--- config.mk ---
export PLATFORM = sky130hd
export DESIGN_NAME = rf_wb_sched
export DESIGN_NICKNAME = d
export VERILOG_FILES = /design/src/rtl/friscv_pkg.sv /design/src/rtl/rf_scoreboard.sv /design/src/rtl/rf_wb_sched.sv
export SDC_FILE = /design/constraint.sdc
export NUM_CORES = 1
export LEC_CHECK = 0
export ABC_AREA = 1
export CAP_MARGIN = 20
export CORE_ASPECT_RATIO = 1.4
export CORE_UTILIZATION = 30
export DETAILED_ROUTE_END_ITERATION = 10
export PLACE_DENSITY = 0.68
export SYNTH_ARGS = -nofsm -noshare
export SYNTH_HDL_FRONTEND = slang
export SYNTH_SLANG_ARGS = --single-unit
--- constraint.sdc ---
create_clock -name clk -period 1.6 [get_ports clk]
set_clock_uncertainty 0.2 [all_clocks]
set_input_delay 0.16 -clock clk [delete_from_list [all_inputs] [get_ports clk]]
set_output_delay 0.16 -clock clk [all_outputs]
set_load 0.03 [all_outputs]
--- src/rtl/friscv_pkg.sv ---
// Shared integer-core definitions: register file geometry and writeback grant encoding.
package friscv_pkg;

  localparam int XLEN   = 32;
  localparam int REG_AW = 5;
  localparam int NREG   = 1 << REG_AW;

  typedef enum logic {
    GNT_ALU = 1'b0,
    GNT_LSU = 1'b1
  } gnt_e;

endpackage

--- src/rtl/rf_scoreboard.sv ---
// Busy-register scoreboard with RAW/WAW hazard detection for decode.
// WB_BYPASS_EN releases hazards on the register being written this cycle and forwards rf_wdata.
module rf_scoreboard
  import friscv_pkg::*;
(
  input  logic              clk,
  input  logic              rst_n,
  input  logic              iss_valid,
  input  logic [REG_AW-1:0] iss_rd,
  input  logic              rf_we,
  input  logic [REG_AW-1:0] rf_rd,
  input  logic [REG_AW-1:0] dec_rs1,
  input  logic [REG_AW-1:0] dec_rs2,
  input  logic [REG_AW-1:0] dec_rd,
  output logic              dec_stall,
  output logic              byp_a_en,
  output logic              byp_b_en
);

  logic [NREG-1:0] r_busy;
  logic [NREG-1:0] w_set;
  logic [NREG-1:0] w_clr;
  logic [NREG-1:0] w_busy_nxt;
  logic            w_hit_rs1;
  logic            w_hit_rs2;
  logic            w_hit_rd;

  // Set is applied after clear so a same-edge issue to a retiring register keeps it busy.
  always_comb begin
    w_set = '0;
    w_clr = '0;
    if (iss_valid && (iss_rd != '0)) w_set[iss_rd] = 1'b1;
    if (rf_we) w_clr[rf_rd] = 1'b1;
    w_busy_nxt    = (r_busy & ~w_clr) | w_set;
    w_busy_nxt[0] = 1'b0;
  end

  always_ff @(posedge clk) begin
    if (!rst_n) r_busy <= '0;
    else        r_busy <= w_busy_nxt;
  end

`ifdef WB_BYPASS_EN
  logic w_fwd_rs1;
  logic w_fwd_rs2;
  logic w_fwd_rd;

  always_comb begin
    w_fwd_rs1 = rf_we && (rf_rd == dec_rs1);
    w_fwd_rs2 = rf_we && (rf_rd == dec_rs2);
    w_fwd_rd  = rf_we && (rf_rd == dec_rd);
    w_hit_rs1 = r_busy[dec_rs1] && (dec_rs1 != '0) && !w_fwd_rs1;
    w_hit_rs2 = r_busy[dec_rs2] && (dec_rs2 != '0) && !w_fwd_rs2;
    w_hit_rd  = r_busy[dec_rd]  && (dec_rd  != '0) && !w_fwd_rd;
  end

  assign byp_a_en = w_fwd_rs1;
  assign byp_b_en = w_fwd_rs2;
`else
  always_comb begin
    w_hit_rs1 = r_busy[dec_rs1] && (dec_rs1 != '0);
    w_hit_rs2 = r_busy[dec_rs2] && (dec_rs2 != '0);
    w_hit_rd  = r_busy[dec_rd]  && (dec_rd  != '0);
  end

  assign byp_a_en = 1'b0;
  assign byp_b_en = 1'b0;
`endif

  assign dec_stall = w_hit_rs1 | w_hit_rs2 | w_hit_rd;

endmodule

--- src/rtl/rf_wb_sched.sv ---
// Round-robin writeback arbiter (ALU vs LSU) with registered register-file write port.
// Optional forwarding controlled by macro WB_BYPASS_EN (handled in rf_scoreboard).
module rf_wb_sched
  import friscv_pkg::*;
(
  input  logic              clk,
  input  logic              rst_n,
  input  logic              alu_valid,
  output logic              alu_ready,
  input  logic [REG_AW-1:0] alu_rd,
  input  logic [XLEN-1:0]   alu_data,
  input  logic              lsu_valid,
  output logic              lsu_ready,
  input  logic [REG_AW-1:0] lsu_rd,
  input  logic [XLEN-1:0]   lsu_data,
  input  logic              iss_valid,
  input  logic [REG_AW-1:0] iss_rd,
  input  logic [REG_AW-1:0] dec_rs1,
  input  logic [REG_AW-1:0] dec_rs2,
  input  logic [REG_AW-1:0] dec_rd,
  output logic              dec_stall,
  output logic              rf_we,
  output logic [REG_AW-1:0] rf_rd,
  output logic [XLEN-1:0]   rf_wdata,
  output logic              byp_a_en,
  output logic              byp_b_en
);

  gnt_e              r_last_gnt;
  logic              r_rf_we;
  logic [REG_AW-1:0] r_rf_rd;
  logic [XLEN-1:0]   r_rf_wdata;
  logic              w_alu_hs;
  logic              w_lsu_hs;
  logic [REG_AW-1:0] w_wr_rd;
  logic [XLEN-1:0]   w_wr_data;

  // A requester is ready unless the other one is asking and owns the tie.
  assign alu_ready = !lsu_valid || (r_last_gnt == GNT_LSU);
  assign lsu_ready = !alu_valid || (r_last_gnt == GNT_ALU);
  assign w_alu_hs  = alu_valid && alu_ready;
  assign w_lsu_hs  = lsu_valid && lsu_ready;
  assign w_wr_rd   = w_lsu_hs ? lsu_rd   : alu_rd;
  assign w_wr_data = w_lsu_hs ? lsu_data : alu_data;

  always_ff @(posedge clk) begin
    if (!rst_n) begin
      r_last_gnt <= GNT_ALU;
      r_rf_we    <= 1'b0;
      r_rf_rd    <= '0;
      r_rf_wdata <= '0;
    end else if (w_alu_hs || w_lsu_hs) begin
      r_last_gnt <= w_lsu_hs ? GNT_LSU : GNT_ALU;
      r_rf_we    <= (w_wr_rd != '0);
      r_rf_rd    <= w_wr_rd;
      r_rf_wdata <= w_wr_data;
    end else begin
      r_rf_we    <= 1'b0;
    end
  end

  assign rf_we    = r_rf_we;
  assign rf_rd    = r_rf_rd;
  assign rf_wdata = r_rf_wdata;

  rf_scoreboard u_scoreboard (
    .clk       (clk),
    .rst_n     (rst_n),
    .iss_valid (iss_valid),
    .iss_rd    (iss_rd),
    .rf_we     (r_rf_we),
    .rf_rd     (r_rf_rd),
    .dec_rs1   (dec_rs1),
    .dec_rs2   (dec_rs2),
    .dec_rd    (dec_rd),
    .dec_stall (dec_stall),
    .byp_a_en  (byp_a_en),
    .byp_b_en  (byp_b_en)
  );

endmodule

==> results_dict.tcl, run 1 <==
set metrics [dict create \
    syn_area_um2 4120 \
    clkTransAtPathRegs_ns 0.06 \
    io_buffers 139 \
    die_x_um 101 \
    hp-class "in -> reg" \
    synth.distinct_cells 27 \
    fp.dieH_um 141 \
    cts-root-buf "clkbuf_16" \
    vias 4951 \
    finalCriticalPeriod_ns 1.92 \
    hpwl_mm 10.6 \
    cts_tree "yes" \
    antenna_cells 0 \
    wirelength_mm 13.9 \
    leakage_uw 0.00287 \
    die-area_um2 14200 \
    overflow 0 \
    grtUsageTotal_pct 20.2 \
    firstDrtPassIters 4 \
    final_cells 1008 \
    period_share_pct 120 \
    nets 920 \
    place_ws_ns -0.516 \
    peakVddDrop_mv 0.574 \
    grt_max_degree 35 \
    status "finished with violations" \
    max_freq_mhz 521 \
    ant_nets 0 \
    ys_seq_elements 70 \
    grt_pass1_wl_mm 22.8 \
    place_area_um2 6080 \
    final_cell_mix "nand2_1 (178), nand3_1 (94), clkdlybuf4s50_1 (89)" \
    synth_warnings 0 \
    cp.arrival_ns 1.56 \
    synthCells 638 \
    required_ns 1.24 \
    via_per_inst 4.91 \
    rsz0062_at_grt "true" \
    r2r_end "u_scoreboard.r_busy[15]" \
    final_common_cell "nand2_1" \
    drive_above_1_share_pct 17.2 \
    yosysSeqAreaShare_pct 34.0 \
    first_global_vias 4769 \
    fin_area_um2 6500 \
    crit_path_end_kind "output port" \
    h-tree-depth 3 \
    regToRegStartpoint "rf_rd[1]" \
    finalHoldViolCount 0 \
    gp_congestion 0.901 \
    antenna_found_initial 0 \
    drv_slew 0 \
    drt_iter0_markers 257 \
    wl_per_cell_um 13.8 \
    areaGrowthSynthToFinish_pct 57.8 \
    cts-buffers-inserted 9 \
    clk_path_buf_depth 2 \
    setup_violations 1 \
    worst-r2r-cell-count 3 \
    reg2reg_slack_ns 0.14 \
    max-cap-violations 0 \
    worstHoldStart "alu_data[31]" \
    cts_sinks 70 \
    crit_fanout 3 \
    hold-path-endpoint "rf_wdata[31]" \
    drc 0 \
    insertion_delay_ns 0.33 \
    powerDensity_nw_per_um2 850 \
    path_class "in -> out" \
    num_rows 50 \
    io_pins 142 \
    dp.cells 989 \
    timing.critical_path.from_type "primary input" \
    synth.avg_cell_area_um2 6.45 \
    core_um2 13400 \
    postLayoutCoreUtil_pct 48.5 \
    whs_path_depth 3 \
    violations "setup timing" \
    start_util_pct 30.7 \
    setup_slack_ns -0.320 \
    postCtsHoldBufs 0 \
]
## cell usage after synthesis
master	number	area [µm²]
inv_1	52	195
clkbuf_1	13	48.8
a21oi_1	40	200
o21ai_0	59	295
nand4_1	1	6.26
dfxtp_1	70	1400
nand2_2	3	18.8
nand3_1	98	490
nand2_4	2	22.5
nand2_1	186	698
nor2_1	14	52.6
conb_1	1	3.75
nor3_2	4	40.0
o211ai_1	6	45.0
a31oi_1	34	213
inv_6	1	8.76
nor2_2	1	6.26
buf_6	9	101
mux2i_1	5	50.1
inv_4	1	6.26
buf_2	8	40.0
o21ai_1	10	50.1
nor3_1	10	50.1
nand3_2	1	10.0
inv_2	1	3.75
or2_1	1	6.26
buf_4	7	52.6
## stage by stage
stage / total power [µW] / TNS [ns] / hold slack, ns
floorplan: 2670 / 0 / 0.122
global placement: 3400 / -8.73 / 0.258
detailed placement: 3400 / -9.82 / 0.268
CTS: 5560 / -0.347 / 0.190
global route: 5790 / -0.453 / 0.214
finish: 5520 / -0.320 / 0.199
## how the worst max path moves through the flow
| stage | cells past startpoint | end | start |
|---|---|---|---|
| 6_report | 12 | dec_stall | dec_rs1[3] |
| 5_1_grt | 13 | dec_stall | u_scoreboard.r_busy[18] |
| 4_1_cts | 13 | dec_stall | u_scoreboard.r_busy[17] |
| 3_5_place_dp | 15 | dec_stall | dec_rd[0] |
| 3_3_place_gp | 15 | dec_stall | dec_rs2[0] |
| 2_1_floorplan | 4 | rf_wdata[23] | r_last_gnt |
## worst max-delay path, stage by stage
cell and delay (ns):
clkdlybuf4s50_1 0.44, inv_1 0.09, nand2_1 0.08, buf_4 0.14
nor3_1 0.16, nor2_1 0.06, nand2_1 0.05, nand3_1 0.06
nor2_1 0.08, nor2_1 0.05, nand2_1 0.07, buf_6 0.13
## repair_timing
action | 4_1_cts | 5_1_grt
resized for setup | 77 | 21
pin swaps | 2 | 12
cloned | 1 | 0
setup buffers | 0 | 2
setup endpoints to repair | 38 | 8
## state kept, by name (all words and copies together) (netlist names)
register and cells:
u_scoreboard.r_busy 31, rf_we 1, rf_rd 5, r_last_gnt 1, rf_wdata 32
## per-layer routing
layer | track usage (%) | routed length (µm) | up-vias
li1 | - | - | 2515
met1 | 22.4 | 5600 | 2180
met2 | 35.4 | 6780 | 221
met3 | 6.20 | 1140 | 35
met4 | 8.16 | 418 | 0
met5 | 0 | 0 | -
## final cells by class
type | count | area, µm²
Fill cell | 1375 | 6890
Multi-Input combinational cell | 477 | 2340
Tap cell | 182 | 228
Clock inverter | 7 | 103
Clock buffer | 9 | 225
Sequential cell | 70 | 1410
Inverter | 55 | 221
Timing Repair Buffer | 208 | 1970
## kinds of logic (layout without fill, tap and decap cells)
kind of cell	count (synthesis)	in the layout	synth area share (%)
buf+inv	92	279	11.1
flops	70	70	34.0
mux	5	5	1.22
other cells	1	2	0.0911
simple gates	321	321	34.0
compound gates	149	149	19.5
## power breakdown
| group | switching [µW] | total, µW | leakage (µW) | internal [µW] |
|---|---|---|---|---|
| Sequential | 61.8 | 1910 | 0.000579 | 1850 |
| Combinational | 776 | 1420 | 0.00213 | 645 |
| Clock | 802 | 2190 | 0.000157 | 1380 |
| Total | 1640 | 5520 | 0.00287 | 3880 |
Power figures use the tool's default switching activity.
==> run 2, diff against run 1 <==
Settings changed: CORE_UTILIZATION 30 to 46, PLACE_DENSITY 0.68 to 0.92.
==> results_dict.tcl, run 2 (synthesized netlist as in run 1, its figures left out) <==
set metrics [dict create \
    multi_input_area_um2 2500 \
    clkTransAtPathRegs_ns 0.06 \
    max_freq_mhz 515 \
    grt_pass1_wl_mm 27.2 \
    first_global_vias 5533 \
    peakVddDrop_mv 0.738 \
    die_x_um 82.0 \
    rsz0062_at_grt "true" \
    grtUsageTotal_pct 38.6 \
    io_pins 142 \
    overflow 0 \
    wl_per_cell_um 22.9 \
    crit_fanout 3 \
    path_class "reg -> out" \
    vias 5995 \
    nets 916 \
    final_cells 927 \
    antenna_found_initial 0 \
    firstDrtPassIters 9 \
    h-tree-depth 3 \
    violations "setup timing" \
    postCtsHoldBufs 0 \
    hpwl_mm 11.5 \
    fp.dieH_um 114 \
    fill_cells 535 \
    ant_nets 0 \
    dp.cells 898 \
    cts_sinks 70 \
    drt_iter0_markers 827 \
    drive_above_1_share_pct 18.7 \
    num_rows 40 \
    grt_max_degree 37 \
    cp.arrival_ns 1.58 \
    power_uw 5650 \
    cts-root-buf "clkbuf_16" \
    insertion_delay_ns 0.35 \
    cts-buffers-inserted 9 \
    gp_congestion 0.959 \
    hp-class "in -> reg" \
    postLayoutCoreUtil_pct 76.8 \
    drc 0 \
    areaGrowthSynthToFinish_pct 60.5 \
    place_ws_ns -0.475 \
    required_ns 1.24 \
    timing.critical_path.from_type "flip-flop" \
    final_cell_mix "nand2_1 (184), nand3_1 (95), clkdlybuf4s50_1 (85)" \
    io_buffers 139 \
    start_util_pct 47.8 \
    crit_path_end_kind "output port" \
    core_um2 8610 \
    max-cap-violations 0 \
    drv_slew 0 \
    setup_slack_ns -0.341 \
    setup_violations 41 \
    clk_path_buf_depth 2 \
    final_common_cell "nand2_1" \
    period_share_pct 121 \
    leakage_uw 0.00293 \
    die-area_um2 9340 \
    via_per_inst 6.47 \
    ff_latch_area_um2 1410 \
    cts_tree "yes" \
    largest_reg_flops 32 \
    finalCriticalPeriod_ns 1.94 \
    status "finished with violations" \
    finalHoldViolCount 0 \
    wirelength_mm 21.2 \
    powerDensity_nw_per_um2 855 \
    antenna_cells 0 \
]
[run 2: cell count changes in the layout (fill, tap and decap cells not counted), moves of 9 or more]
cell and delta:
a31oi_1 -10, buf_4 -12, o21ai_1 +12, o21ai_0 -18, nand2_2 -9
[run 2: layer usage]
layer / wire length (µm) / up-vias / global-route usage [%]
met4: 2390 / 0 / 30.1
met3: 2710 / 220 / 8.80
li1: - / 2505 / -
met1: 6430 / 2622 / 38.4
met2: 9720 / 648 / 67.0
met5: 0 / - / 0
[run 2: worst paths after layout]
path	slack, ns	end	from	cells past startpoint
worst min-delay path	0.20	rf_wdata[27]	alu_data[27]	3
worst max register to register	-0.24	rf_rd[4]	r_last_gnt	8
worst max-delay path	-0.34	dec_stall	u_scoreboard.r_busy[19]	13
worst min register to register	0.28	u_scoreboard.r_busy[29]	u_scoreboard.r_busy[29]	2
[run 2: where the power goes]
| group | switching [µW] | internal, µW |
|---|---|---|
| clock network | 800 | 1200 |
| logic | 985 | 719 |
| registers | 100 | 1850 |
[run 2: critical path, stage by stage, from the launching register on]
cell and delay, ns:
dfxtp_2 0.34, inv_2 0.08, nand2_1 0.06, nand3_2 0.06, nand2_1 0.04, nand2_1 0.05
nand2_1 0.05, inv_1 0.08, nand2_1 0.06, nand2_1 0.05, nand2_1 0.05, nor2_1 0.11
nand2_1 0.08, buf_6 0.14
[run 2: repair_timing]
| item | 4_1_cts | 5_1_grt |
|---|---|---|
| setup buffers | 5 | 1 |
| endpoints found under the setup margin | 50 | 25 |
| gates resized for setup | 79 | 68 |
| pin swaps | 5 | 5 |
| gates cloned | 4 | 3 |
[run 2: per-stage QoR]
stage | cell area [µm²] | TNS [ns] | hold slack (ns)
floorplan | 4120 | 0 | 0.122
global placement | 5880 | -9.41 | 0.261
CTS | 6330 | -0.291 | 0.197
global route | 6610 | -4.16 | 0.228
finish | 6610 | -2.73 | 0.205
detailed placement | 5880 | -12.31 | 0.268
[run 2: area by class of cell]
cell class	count	share of cell area, %
Multi-Input combinational cell	477	37.8
Timing Repair Buffer	204	31.2
Sequential cell	70	21.4
Clock buffer	11	3.52
Inverter	55	3.35
Tap cell	105	1.99
Clock inverter	5	0.757
